==> src/rtl/mc_control_unit_pkg.sv <==
// Shared encodings for the TSC multicycle control unit: opcodes, R-type function
// fields, ALU function codes, FSM states, instruction classes and datapath select codes.
package mc_control_unit_pkg;

   localparam int WORD_SIZE = 16;

   localparam logic [3:0] OP_BNE   = 4'd0;
   localparam logic [3:0] OP_BEQ   = 4'd1;
   localparam logic [3:0] OP_BGZ   = 4'd2;
   localparam logic [3:0] OP_BLZ   = 4'd3;
   localparam logic [3:0] OP_ADI   = 4'd4;
   localparam logic [3:0] OP_ORI   = 4'd5;
   localparam logic [3:0] OP_LHI   = 4'd6;
   localparam logic [3:0] OP_LWD   = 4'd7;
   localparam logic [3:0] OP_SWD   = 4'd8;
   localparam logic [3:0] OP_JMP   = 4'd9;
   localparam logic [3:0] OP_JAL   = 4'd10;
   localparam logic [3:0] OP_RTYPE = 4'd15;

   localparam logic [5:0] FN_ADD = 6'd0;
   localparam logic [5:0] FN_SUB = 6'd1;
   localparam logic [5:0] FN_AND = 6'd2;
   localparam logic [5:0] FN_ORR = 6'd3;
   localparam logic [5:0] FN_NOT = 6'd4;
   localparam logic [5:0] FN_TCP = 6'd5;
   localparam logic [5:0] FN_SHL = 6'd6;
   localparam logic [5:0] FN_SHR = 6'd7;
   localparam logic [5:0] FN_JPR = 6'd25;
   localparam logic [5:0] FN_JRL = 6'd26;
   localparam logic [5:0] FN_WWD = 6'd28;
   localparam logic [5:0] FN_HLT = 6'd29;

   localparam logic [3:0] FUNC_ADD = 4'd0;
   localparam logic [3:0] FUNC_SUB = 4'd1;
   localparam logic [3:0] FUNC_AND = 4'd2;
   localparam logic [3:0] FUNC_ORR = 4'd3;
   localparam logic [3:0] FUNC_NOT = 4'd4;
   localparam logic [3:0] FUNC_TCP = 4'd5;
   localparam logic [3:0] FUNC_SHL = 4'd6;
   localparam logic [3:0] FUNC_SHR = 4'd7;
   localparam logic [3:0] FUNC_LHI = 4'd8;
   localparam logic [3:0] FUNC_BNE = 4'd9;
   localparam logic [3:0] FUNC_BEQ = 4'd10;
   localparam logic [3:0] FUNC_BGZ = 4'd11;
   localparam logic [3:0] FUNC_BLZ = 4'd12;

   localparam logic [1:0] PC_NEXT   = 2'd0;
   localparam logic [1:0] PC_BRANCH = 2'd1;
   localparam logic [1:0] PC_JUMP   = 2'd2;
   localparam logic [1:0] PC_REG    = 2'd3;

   localparam logic       SRC_A_RS = 1'b0;
   localparam logic       SRC_A_PC = 1'b1;

   localparam logic [1:0] SRC_B_RT   = 2'd0;
   localparam logic [1:0] SRC_B_SEXT = 2'd1;
   localparam logic [1:0] SRC_B_ZEXT = 2'd2;
   localparam logic [1:0] SRC_B_ONE  = 2'd3;

   localparam logic [1:0] DST_RT   = 2'd0;
   localparam logic [1:0] DST_RD   = 2'd1;
   localparam logic [1:0] DST_LINK = 2'd2;

   localparam logic [1:0] WB_ALU = 2'd0;
   localparam logic [1:0] WB_MEM = 2'd1;
   localparam logic [1:0] WB_PC  = 2'd2;

   typedef enum logic [2:0] {
      S_IF   = 3'd0,
      S_ID   = 3'd1,
      S_EX   = 3'd2,
      S_MEM  = 3'd3,
      S_WB   = 3'd4,
      S_HALT = 3'd5
   } state_e;

   typedef enum logic [3:0] {
      C_NOP    = 4'd0,
      C_ALU_R  = 4'd1,
      C_ALU_I  = 4'd2,
      C_LWD    = 4'd3,
      C_SWD    = 4'd4,
      C_BRANCH = 4'd5,
      C_JMP    = 4'd6,
      C_JAL    = 4'd7,
      C_JPR    = 4'd8,
      C_JRL    = 4'd9,
      C_WWD    = 4'd10,
      C_HLT    = 4'd11
   } instr_class_e;

endpackage

==> src/rtl/mc_control_unit_instr_decoder.sv <==
// Combinational instruction decode: classifies the IR contents and selects the EX-stage
// ALU function and operand-B source. Register fields are consumed by the datapath, not here.
module instr_decoder
   import mc_control_unit_pkg::*;
#(
   parameter int WORD_SIZE = 16
) (
   input  logic [WORD_SIZE-1:0] instr,
   output logic [3:0]           instrClass,
   output logic [3:0]           funcCode,
   output logic [1:0]           aluSrcB
);

   logic [3:0] opcode;
   logic [5:0] func;
   logic       unusedFields;

   assign opcode       = instr[WORD_SIZE-1 -: 4];
   assign func         = instr[5:0];
   assign unusedFields = ^instr[WORD_SIZE-5:6];

   always_comb begin
      instrClass = C_NOP;
      funcCode   = FUNC_ADD;
      aluSrcB    = SRC_B_RT;
      case (opcode)
         OP_BNE: begin instrClass = C_BRANCH; funcCode = FUNC_BNE; end
         OP_BEQ: begin instrClass = C_BRANCH; funcCode = FUNC_BEQ; end
         OP_BGZ: begin instrClass = C_BRANCH; funcCode = FUNC_BGZ; end
         OP_BLZ: begin instrClass = C_BRANCH; funcCode = FUNC_BLZ; end
         OP_ADI: begin instrClass = C_ALU_I; funcCode = FUNC_ADD; aluSrcB = SRC_B_SEXT; end
         OP_ORI: begin instrClass = C_ALU_I; funcCode = FUNC_ORR; aluSrcB = SRC_B_ZEXT; end
         OP_LHI: begin instrClass = C_ALU_I; funcCode = FUNC_LHI; aluSrcB = SRC_B_ZEXT; end
         OP_LWD: begin instrClass = C_LWD; funcCode = FUNC_ADD; aluSrcB = SRC_B_SEXT; end
         OP_SWD: begin instrClass = C_SWD; funcCode = FUNC_ADD; aluSrcB = SRC_B_SEXT; end
         OP_JMP: instrClass = C_JMP;
         OP_JAL: instrClass = C_JAL;
         OP_RTYPE: begin
            case (func)
               FN_ADD: begin instrClass = C_ALU_R; funcCode = FUNC_ADD; end
               FN_SUB: begin instrClass = C_ALU_R; funcCode = FUNC_SUB; end
               FN_AND: begin instrClass = C_ALU_R; funcCode = FUNC_AND; end
               FN_ORR: begin instrClass = C_ALU_R; funcCode = FUNC_ORR; end
               FN_NOT: begin instrClass = C_ALU_R; funcCode = FUNC_NOT; end
               FN_TCP: begin instrClass = C_ALU_R; funcCode = FUNC_TCP; end
               FN_SHL: begin instrClass = C_ALU_R; funcCode = FUNC_SHL; end
               FN_SHR: begin instrClass = C_ALU_R; funcCode = FUNC_SHR; end
               FN_JPR: instrClass = C_JPR;
               FN_JRL: instrClass = C_JRL;
               FN_WWD: instrClass = C_WWD;
               FN_HLT: instrClass = C_HLT;
               default: instrClass = C_NOP;
            endcase
         end
         default: instrClass = C_NOP;
      endcase
   end

endmodule

==> src/rtl/mc_control_unit.sv <==
// Multicycle IF/ID/EX/MEM/WB control FSM for the 16-bit TSC CPU.
// Define INST_COUNTER_EN to build the retired-instruction counter on num_inst.
module mc_control_unit
   import mc_control_unit_pkg::*;
#(
   parameter int WORD_SIZE = mc_control_unit_pkg::WORD_SIZE
) (
   input  logic                 clk,
   input  logic                 reset_n,
   input  logic [WORD_SIZE-1:0] instr,
   input  logic                 inputReady,
   input  logic                 bResult,
   output logic                 readM,
   output logic                 writeM,
   output logic                 addr_sel,
   output logic                 ir_write,
   output logic                 pc_write,
   output logic [1:0]           pc_src,
   output logic [3:0]           funcCode,
   output logic                 alu_src_a,
   output logic [1:0]           alu_src_b,
   output logic                 reg_write,
   output logic [1:0]           reg_dst,
   output logic [1:0]           wb_src,
   output logic                 wwd_valid,
   output logic                 is_halted,
   output logic [15:0]          num_inst,
   output logic [2:0]           dbgState
);

   state_e     state, nextState;
   logic       running;
   logic [3:0] decClass;
   logic [3:0] decFunc;
   logic [1:0] decSrcB;

   instr_decoder #(.WORD_SIZE(WORD_SIZE)) uDecoder (
      .instr      (instr),
      .instrClass (decClass),
      .funcCode   (decFunc),
      .aluSrcB    (decSrcB)
   );

   // running stays low for the cycle after a reset edge so every output reads 0 there.
   always_ff @(posedge clk) begin
      if (!reset_n) begin
         state   <= S_IF;
         running <= 1'b0;
      end else begin
         state   <= nextState;
         running <= 1'b1;
      end
   end

   assign dbgState = state;

   // Memory handshake: readM/writeM are held while in S_IF/S_MEM until the cycle in
   // which inputReady is seen; the request drops the following cycle with the state change.
   always_comb begin
      nextState = state;
      readM     = 1'b0;
      writeM    = 1'b0;
      addr_sel  = 1'b0;
      ir_write  = 1'b0;
      pc_write  = 1'b0;
      pc_src    = PC_NEXT;
      funcCode  = FUNC_ADD;
      alu_src_a = SRC_A_RS;
      alu_src_b = SRC_B_RT;
      reg_write = 1'b0;
      reg_dst   = DST_RT;
      wb_src    = WB_ALU;
      wwd_valid = 1'b0;
      is_halted = 1'b0;
      if (!running) begin
         nextState = S_IF;
      end else begin
         case (state)
            S_IF: begin
               readM = 1'b1;
               if (inputReady) begin
                  ir_write  = 1'b1;
                  nextState = S_ID;
               end
            end
            S_ID: begin
               alu_src_a = SRC_A_PC;
               alu_src_b = SRC_B_ONE;
               pc_write  = 1'b1;
               case (decClass)
                  C_JMP:   begin pc_src = PC_JUMP; nextState = S_IF; end
                  C_JAL:   begin pc_src = PC_JUMP; nextState = S_WB; end
                  C_HLT:   nextState = S_HALT;
                  C_NOP:   nextState = S_IF;
                  default: nextState = S_EX;
               endcase
            end
            S_EX: begin
               funcCode  = decFunc;
               alu_src_b = decSrcB;
               nextState = S_IF;
               case (decClass)
                  C_ALU_R, C_ALU_I: nextState = S_WB;
                  C_LWD, C_SWD:     nextState = S_MEM;
                  C_BRANCH: begin
                     if (bResult) begin
                        pc_write = 1'b1;
                        pc_src   = PC_BRANCH;
                     end
                  end
                  C_JPR: begin pc_write = 1'b1; pc_src = PC_REG; end
                  C_JRL: begin pc_write = 1'b1; pc_src = PC_REG; nextState = S_WB; end
                  C_WWD: wwd_valid = 1'b1;
                  default: ;
               endcase
            end
            S_MEM: begin
               addr_sel = 1'b1;
               readM    = (decClass == C_LWD);
               writeM   = (decClass == C_SWD);
               if (inputReady) nextState = (decClass == C_LWD) ? S_WB : S_IF;
            end
            S_WB: begin
               reg_write = 1'b1;
               nextState = S_IF;
               case (decClass)
                  C_ALU_R:      reg_dst = DST_RD;
                  C_LWD:        wb_src = WB_MEM;
                  C_JAL, C_JRL: begin reg_dst = DST_LINK; wb_src = WB_PC; end
                  default: ;
               endcase
            end
            S_HALT: is_halted = 1'b1;
            default: nextState = S_IF;
         endcase
      end
   end

`ifdef INST_COUNTER_EN
   logic [15:0] instCount;
   logic        retire;

   // An instruction retires when it leaves for S_IF, or once when HLT enters S_HALT.
   assign retire = running && (state != S_IF) && (state != S_HALT) &&
                   ((nextState == S_IF) || (nextState == S_HALT));

   always_ff @(posedge clk) begin
      if (!reset_n)    instCount <= 16'd0;
      else if (retire) instCount <= instCount + 16'd1;
   end

   assign num_inst = instCount;
`else
   assign num_inst = 16'd0;
`endif

endmodule
==> config.mk <==
export PLATFORM = sky130hd
export DESIGN_NAME = mc_control_unit
export DESIGN_NICKNAME = d
export VERILOG_FILES = /design/src/rtl/mc_control_unit_pkg.sv /design/src/rtl/mc_control_unit_instr_decoder.sv /design/src/rtl/mc_control_unit.sv
export SDC_FILE = /design/constraint.sdc
export NUM_CORES = 1
export LEC_CHECK = 0
export ABC_AREA = 1
export CORE_UTILIZATION = 33
export CTS_CLUSTER_SIZE = 40
export DETAILED_ROUTE_END_ITERATION = 6
export MAX_ROUTING_LAYER = met4
export PLACE_DENSITY = 0.88
export RECOVER_POWER = 25
export SYNTH_ARGS = -nofsm -noshare
export SYNTH_HDL_FRONTEND = slang
export SYNTH_HIERARCHICAL = 1
export SYNTH_SLANG_ARGS = --single-unit
==> constraint.sdc <==
create_clock -name clk -period 1.8 [get_ports clk]
set_input_delay 0.45 -clock clk [delete_from_list [all_inputs] [get_ports clk]]
set_output_delay 0.45 -clock clk [all_outputs]
set_load 0.02 [all_outputs]
==> load_flow_metrics.sql, run 1 <==
INSERT INTO impl_metrics (metric_group, metric, value, unit) VALUES
('status', 'run_status', 'complete, but fails checks', ''),
('status', 'violations', 'negative setup slack', ''),
('placement', 'io_buffers', '37', ''),
('die', 'start_util', '36.0', '%'),
('synth', 'yosys.cell_count.top_type', 'sky130_fd_sc_hd__nand2_1', ''),
('placement', 'dp_hpwl', '2470', 'um'),
('clocking', 'count_of_hold_fix_buffers_inserted_at_cts', '0', ''),
('cells_and_area', 'final_cells', '310', ''),
('grt', 'track_usage', '27.5', '%'),
('clocking', 'root_buffer_cell', 'sky130_fd_sc_hd__clkbuf_4', ''),
('grt', 'overflow', '0', ''),
('cells_and_area', 'areaGrowthSynthToFinish', '131', '%'),
('hold_path', 'min_from', 'running', ''),
('run', 'max-cap-violations', '0', ''),
('synth', 'ys_ff_latch', '4', ''),
('synth', 'synth_top_area_share', '21.3', '%'),
('hold_path', 'hold_path.class', 'reg2reg', ''),
('drt', 'drt-vias-per-instance', '5.34', ''),
('critical_path', 'worst_ep_arrival_time', '1800', 'ps'),
('power', 'power.density', '293', 'nW/um^2'),
('placement', 'globalplace.congestion', '0.842', ''),
('drt', 'dr.pass1.iters', '4', ''),
('drt', 'totalWireLength', '5220', 'um'),
('cells_and_area', 'area.sequential', '82.6', 'sq um'),
('synth', 'netlist.top_cell.by_area', 'sky130_fd_sc_hd__nand2_1', ''),
('drt', 'num_vias', '1655', ''),
('cells_and_area', 'layout.nets', '302', ''),
('cells_and_area', 'multiInputGateArea', '961', 'sq um'),
('die', 'die_area', '2990', 'sq um'),
('die', 'core_area', '2540', 'sq um'),
('synth', 'yosys-top-cells-count', 'sky130_fd_sc_hd__nand2_1, sky130_fd_sc_hd__nor2_1, sky130_fd_sc_hd__inv_1', ''),
('synth', 'synth_sequential_area_ratio', '8.74', '%'),
('sta', 'post-route-worst-setup-slack', '-446', 'ps'),
('sta', 'finalSetupViolations', '19', ''),
('cells_and_area', 'drive_gt1_share', '65.7', '%'),
('synth', 'synth_area_leaders', 'sky130_fd_sc_hd__nand2_1, sky130_fd_sc_hd__buf_4, sky130_fd_sc_hd__nor2_1, sky130_fd_sc_hd__inv_1, sky130_fd_sc_hd__dfxtp_1', ''),
('cells_and_area', 'insertedDiodeCount', '0', ''),
('drt', 'drcViolationCount', '0', ''),
('critical_path', 'startpoint_type', 'input pin', ''),
('synth', 'synthDistinctLibCells', '22', ''),
('synth', 'netlist_area', '916', 'sq um'),
('synth', 'synth_enable_flop_cells', '0', ''),
('clocking', 'cts_max_level', '1', ''),
('power', 'power.total', '621', 'uW'),
('critical_path', 'worstSetupEndpointType', 'primary output', ''),
('sta', 'clock.fmax', '445', 'MHz'),
('synth', 'yosysWarnings', '6', ''),
('critical_path', 'crit_path_from', 'instr[5]', ''),
('synth', 'dominantRegCellSynth', 'sky130_fd_sc_hd__dfxtp_1', ''),
('clocking', 'cts.path.max_buffers', '2', ''),
('placement', 'placedCellCount', '291', ''),
('die', 'num_io_pins', '60', ''),
('sta', 'holdWs', '654', 'ps'),
('grt', 'grt_start_max_net_pins', '9', ''),
('critical_path', 'timing.rr.start', 'dbgState[2]', ''),
('critical_path', 'worst-setup-path-type', 'in2out', ''),
('sta', 'fin_skew', '0.982', 'ps'),
('sta', 'hold_violations', '0', ''),
('die', 'fp.dieW', '54.7', 'um'),
('synth', 'syn-instance-count', '183', ''),
('die', 'die_h', '54.7', 'um'),
('drt', 'ant_nets', '0', ''),
('sta', 'unrepaired_setup_endpoints_after_global_routing', 'true', ''),
('sta', 'setup_tns', '-4600', 'ps'),
('die', 'placement_rows', '18', ''),
('clocking', 'path_clk_slew', '40', 'ps'),
('grt', 'grt_pass1_wl', '5720', 'um'),
('clocking', 'cts_tree', 'yes', ''),
('power', 'leakage', '0.00112', 'uW'),
('power', 'ir_drop', '0.347', 'mV'),
('critical_path', 'critical_path.max_fanout', '4', ''),
('drt', 'wl_per_cell', '16.8', 'um'),
('drt', 'first_iter_violations', '81', ''),
('cells_and_area', 'fillCellCount', '142', ''),
('grt', 'vias_in_the_first_global_route', '1359', ''),
('clocking', 'cts_made_buffers', '3', ''),
('critical_path', 'critical_path_required', '1350', 'ps'),
('grt', 'antenna_violations_before_repair', '0', ''),
('clocking', 'clock_latency', '240', 'ps'),
('clocking', 'clock_sink_count', '4', ''),
('sta', 'maxSlewViolCount', '0', ''),
('synth', 'asyncSetResetFlopFracSynth', '0', '%'),
('sta', 'period_needed', '2250', 'ps'),
('synth', 'syn-mean-instance-area', '5.00', 'sq um'),
('sta', 'period_share', '125', '%');
## cells in the final DEF (no fill, tap or decap), types with 5 or more instances in the layout
master                    Yosys  final
sky130_fd_sc_hd__nand2_2      2     14
sky130_fd_sc_hd__conb_1       1     16
sky130_fd_sc_hd__nor2_1      29      9
sky130_fd_sc_hd__inv_1       28     14
sky130_fd_sc_hd__inv_4        0      5
sky130_fd_sc_hd__nand2_1     52     35
sky130_fd_sc_hd__nor2_4       2     12
sky130_fd_sc_hd__buf_4       16     58
sky130_fd_sc_hd__inv_2        6     15
sky130_fd_sc_hd__buf_6        0     24
sky130_fd_sc_hd__a21oi_2      2      5
sky130_fd_sc_hd__nand3_1     14      7
sky130_fd_sc_hd__nor2_2       3     13
sky130_fd_sc_hd__nand3_2      2      8
## final timing paths
check	cells past startpoint	end	slack, ps
setup / recovery	12	pc_write	-450
hold / removal	3	dbgState[1]	650
setup reg to reg	9	dbgState[2]	320
hold reg to reg	3	dbgState[1]	650
## metrics by stage
stage               utilization, %  setup WS (ps)  instance area [sq um]
finish                        83.3           -446                   2120
global route                  83.3           -516                   2120
CTS                           71.6           -341                   1820
detailed placement            66.6          -1460                   1700
global placement              66.6          -1390                   1700
floorplan                        -           -179                   1090
## logic make-up (layout without fill, tap and decap cells)
family / Yosys count / after routing / synth area share [%]
XOR/XNOR: 1 / 1 / 0.956
other: 1 / 16 / 0.409
buffers and inverters: 51 / 133 / 27.5
AO/OA/AOI/OAI: 14 / 14 / 8.47
flip-flops: 4 / 4 / 8.74
AND/OR/NAND/NOR: 112 / 112 / 54.0
## flip-flops by register name, summed over array words and instances, names as in the netlist
name,count
dbgState,3
running,1
## area by class of cell
class                   instances  area share [%]
repair buffers                 96            41.3
multi-input cells             143            45.3
well taps                      30            1.77
clock buffers                   3            1.06
flip-flops and latches          4            3.90
inverters                      34            6.61
## critical path, cell delays in order
cell and delay [ps]:
sky130_fd_sc_hd__buf_8 100, sky130_fd_sc_hd__nor2_4 150, sky130_fd_sc_hd__nand3_2 90, sky130_fd_sc_hd__nand2_1 70
sky130_fd_sc_hd__nand2_1 60, sky130_fd_sc_hd__nand2_2 100, sky130_fd_sc_hd__inv_2 60, sky130_fd_sc_hd__nor2_4 130
sky130_fd_sc_hd__and3_4 220, sky130_fd_sc_hd__o21ai_4 60, sky130_fd_sc_hd__o21ai_2 160, sky130_fd_sc_hd__buf_6 130
## where the power goes
group	total [uW]	switching [uW]	internal, uW	leakage, uW
sequential	96.3	4.10	92.2	0.0000337
clock	123	47.8	75.4	0.0000138
combinational	401	225	176	0.00107
## per-layer routing
| layer | global-route usage (%) | routed length (um) | vias up |
|---|---|---|---|
| met1 | 30.5 | 1910 | 772 |
| met3 | 6.39 | 445 | 39 |
| met5 | - | 0 | - |
| met4 | 10.3 | 287 | 0 |
| met2 | 47.2 | 2580 | 120 |
| li1 | - | - | 724 |
## timing repair
| action | CTS | global route |
|---|---|---|
| resized for setup | 178 | 80 |
| setup endpoints to repair | 25 | 25 |
| buffers inserted | 7 | 9 |
| pin swaps | 25 | 27 |
No activity file was read; power rests on OpenSTA's default activity.
==> inputs of run 2 (changes only) <==
--- a/config.mk
+++ b/config.mk
@@ -6,11 +6,12 @@
 export NUM_CORES = 1
 export LEC_CHECK = 0
 export ABC_AREA = 1
-export CORE_UTILIZATION = 33
+export CORE_UTILIZATION = 34
+export CTS_BUF_LIST = sky130_fd_sc_hd__clkbuf_8
 export CTS_CLUSTER_SIZE = 40
 export DETAILED_ROUTE_END_ITERATION = 6
 export MAX_ROUTING_LAYER = met4
-export PLACE_DENSITY = 0.88
+export PLACE_DENSITY = 0.9
 export RECOVER_POWER = 25
 export SYNTH_ARGS = -nofsm -noshare
 export SYNTH_HDL_FRONTEND = slang
==> constraint.sdc (replaced) <==
create_clock -name clk -period 2.02 [get_ports clk]
set_input_delay 0.505 -clock clk [delete_from_list [all_inputs] [get_ports clk]]
set_output_delay 0.505 -clock clk [all_outputs]
set_load 0.02 [all_outputs]
==> run 2 against run 1 <==
Effect of this change:
- the flow still finishes with violations (negative setup slack)
- register-to-register slack gained 320 ps
- hold slack lost 150 ps
- critical path depth grew 1
- wire length shrank 18%
- die area shrank 2.8%
- combinational power shrank 21%
- non-clock buffer count shrank 7
- cell count shrank 2.3%
- total power shrank 6.3%
- sequential share of layout area grew 0.15 points
==> load_flow_metrics.sql, run 2 (synthesis results as in run 1) <==
INSERT INTO impl_metrics (metric_group, metric, value, unit) VALUES
('cells_and_area', 'final_area', '1980', 'sq um'),
('die', 'num_io_pins', '60', ''),
('critical_path', 'worst-setup-path-type', 'in2out', ''),
('die', 'die_area', '2910', 'sq um'),
('drt', 'ant_nets', '0', ''),
('drt', 'num_vias', '1539', ''),
('grt', 'overflow', '0', ''),
('placement', 'placedInstanceArea', '1600', 'sq um'),
('clocking', 'cts_max_level', '1', ''),
('drt', 'drcViolationCount', '0', ''),
('power', 'power.density', '294', 'nW/um^2'),
('critical_path', 'critical_path_max_stage_delay', '220', 'ps'),
('die', 'start_util', '36.3', '%'),
('clocking', 'path_clk_slew', '30', 'ps'),
('clocking', 'cts_tree', 'yes', ''),
('critical_path', 'cpMaxStageDelayCell', 'sky130_fd_sc_hd__and3_4', ''),
('placement', 'placedCellCount', '283', ''),
('drt', 'totalWireLength', '4280', 'um'),
('cells_and_area', 'drive_gt1_share', '58.2', '%'),
('drt', 'dr.pass1.iters', '5', ''),
('clocking', 'cts.path.max_buffers', '2', ''),
('cells_and_area', 'areaGrowthSynthToFinish', '116', '%'),
('sta', 'hold_violations', '0', ''),
('sta', 'period_share', '117', '%'),
('drt', 'wl_per_cell', '14.1', 'um'),
('critical_path', 'crit_chain', 'buf_2 > inv_1 > nor2_2 > nand3_2 > nand2_1 > nand2_1 > nand2_2 > inv_2 > nor2_4 > and3_4 > o21ai_4 > o21ai_2 > buf_6', ''),
('grt', 'vias_in_the_first_global_route', '1262', ''),
('clocking', 'cts_made_buffers', '3', ''),
('drt', 'drt-vias-per-instance', '5.08', ''),
('cells_and_area', 'largest_register_ff_count', '3', ''),
('grt', 'grt_start_max_net_pins', '9', ''),
('sta', 'finalSetupViolations', '15', ''),
('sta', 'maxSlewViolCount', '0', ''),
('critical_path', 'path_common_cell', 'sky130_fd_sc_hd__nand2_1', ''),
('status', 'violations', 'negative setup slack', ''),
('power', 'ir_drop', '0.392', 'mV'),
('die', 'placement_rows', '18', ''),
('placement', 'dp_hpwl', '2250', 'um'),
('cells_and_area', 'final_common_cell', 'sky130_fd_sc_hd__buf_4', ''),
('placement', 'io_buffers', '37', ''),
('critical_path', 'worstSetupEndpointType', 'primary output', ''),
('placement', 'place_ws', '-1330', 'ps'),
('critical_path', 'critical_path.max_fanout', '3', ''),
('sta', 'unrepaired_setup_endpoints_after_global_routing', 'true', ''),
('grt', 'antenna_violations_before_repair', '0', ''),
('die', 'core_area', '2520', 'sq um'),
('sta', 'clock.fmax', '421', 'MHz'),
('critical_path', 'startpoint_type', 'input pin', ''),
('hold_path', 'hold_path.class', 'reg2reg', ''),
('cells_and_area', 'layout.nets', '295', ''),
('hold_path', 'holdPathStages', '2', ''),
('sta', 'fin_skew', '0.893', 'ps'),
('status', 'run_status', 'complete, but fails checks', ''),
('clocking', 'clock_latency', '230', 'ps'),
('run', 'max-cap-violations', '0', ''),
('clocking', 'clock_sink_count', '4', ''),
('cells_and_area', 'insertedDiodeCount', '0', ''),
('power', 'power.total', '582', 'uW'),
('critical_path', 'worst_r2r_path_depth', '8', ''),
('cells_and_area', 'final_cells', '303', ''),
('sta', 'post-route-worst-setup-slack', '-353', 'ps'),
('grt', 'track_usage', '26.4', '%'),
('cells_and_area', 'fillCellCount', '158', ''),
('critical_path', 'worst_ep_arrival_time', '1870', 'ps'),
('placement', 'globalplace.congestion', '0.882', ''),
('cells_and_area', 'final_util', '78.5', '%'),
('power', 'leakage', '0.00106', 'uW'),
('die', 'fp.dieW', '53.9', 'um'),
('drt', 'first_iter_violations', '64', ''),
('critical_path', 'critical_path_required', '1510', 'ps'),
('clocking', 'root_buffer_cell', 'sky130_fd_sc_hd__clkbuf_8', ''),
('sta', 'period_needed', '2370', 'ps'),
('grt', 'grt_pass1_wl', '5360', 'um'),
('die', 'die_h', '53.9', 'um'),
('cells_and_area', 'layout_common_cells', 'sky130_fd_sc_hd__buf_4, sky130_fd_sc_hd__nand2_1, sky130_fd_sc_hd__inv_1, sky130_fd_sc_hd__conb_1, sky130_fd_sc_hd__buf_6', '');
[run 2: path summary, 6_finish.rpt]
check / start / to / slack (ps)
worst min register to register: running / dbgState[1] / 500
worst max register to register: dbgState[1] / dbgState[2] / 640
worst min-delay path: running / dbgState[1] / 500
worst max-delay path: instr[3] / pc_write / -350
[run 2: what timing repair did]
item	in CTS	in global routing
buffers inserted	12	7
hold buffers	0	0
pin swaps	25	32
setup endpoints to repair	24	22
gates resized for setup	154	63
[run 2: power breakdown]
group | internal, uW | switching [uW] | leakage (uW)
Clock | 128 | 50.5 | 0.0000216
Sequential | 82.2 | 3.33 | 0.0000328
Combinational | 134 | 184 | 0.00101
[run 2: layout make-up]
type	instances	area [sq um]	area share, %
Multi-Input combinational cell	143	936	47.3
Timing Repair Buffer	89	753	38.0
Inverter	34	133	6.70
Tap cell	30	37.5	1.90
Sequential cell	4	80.1	4.04
Clock buffer	3	41.3	2.08
[run 2: layer usage]
layer / vias up / track usage [%] / wire, um
li1: 711 / - / -
met1: 692 / 30.8 / 1700
met2: 104 / 43.8 / 2020
met3: 32 / 7.91 / 351
met4: 0 / 6.58 / 197
met5: - / - / 0
[run 2: through the flow]
step                      hold WS, ps  setup TNS, ps
after floorplan                   459          -86.0
after global placement            479         -18120
after detailed placement          501         -18840
after CTS                         497          -2050
after global routing              522          -4000
final                             501          -2890
[run 2: worst max-delay path: cells and delay by family]
| kind | cells | cell delay (ps) |
|---|---|---|
| compound gates | 2 | 230 |
| simple gates | 7 | 780 |
| buf+inv | 4 | 350 |
==> inputs of run 3 (changes only) <==
--- a/config.mk
+++ b/config.mk
@@ -13,6 +13,7 @@
 export MAX_ROUTING_LAYER = met4
 export PLACE_DENSITY = 0.9
 export RECOVER_POWER = 25
+export SLEW_MARGIN = 20
 export SYNTH_ARGS = -nofsm -noshare
 export SYNTH_HDL_FRONTEND = slang
 export SYNTH_HIERARCHICAL = 1
==> results of run 3 <==
The final DEF is identical to that of run 2; final timing and power are the same.
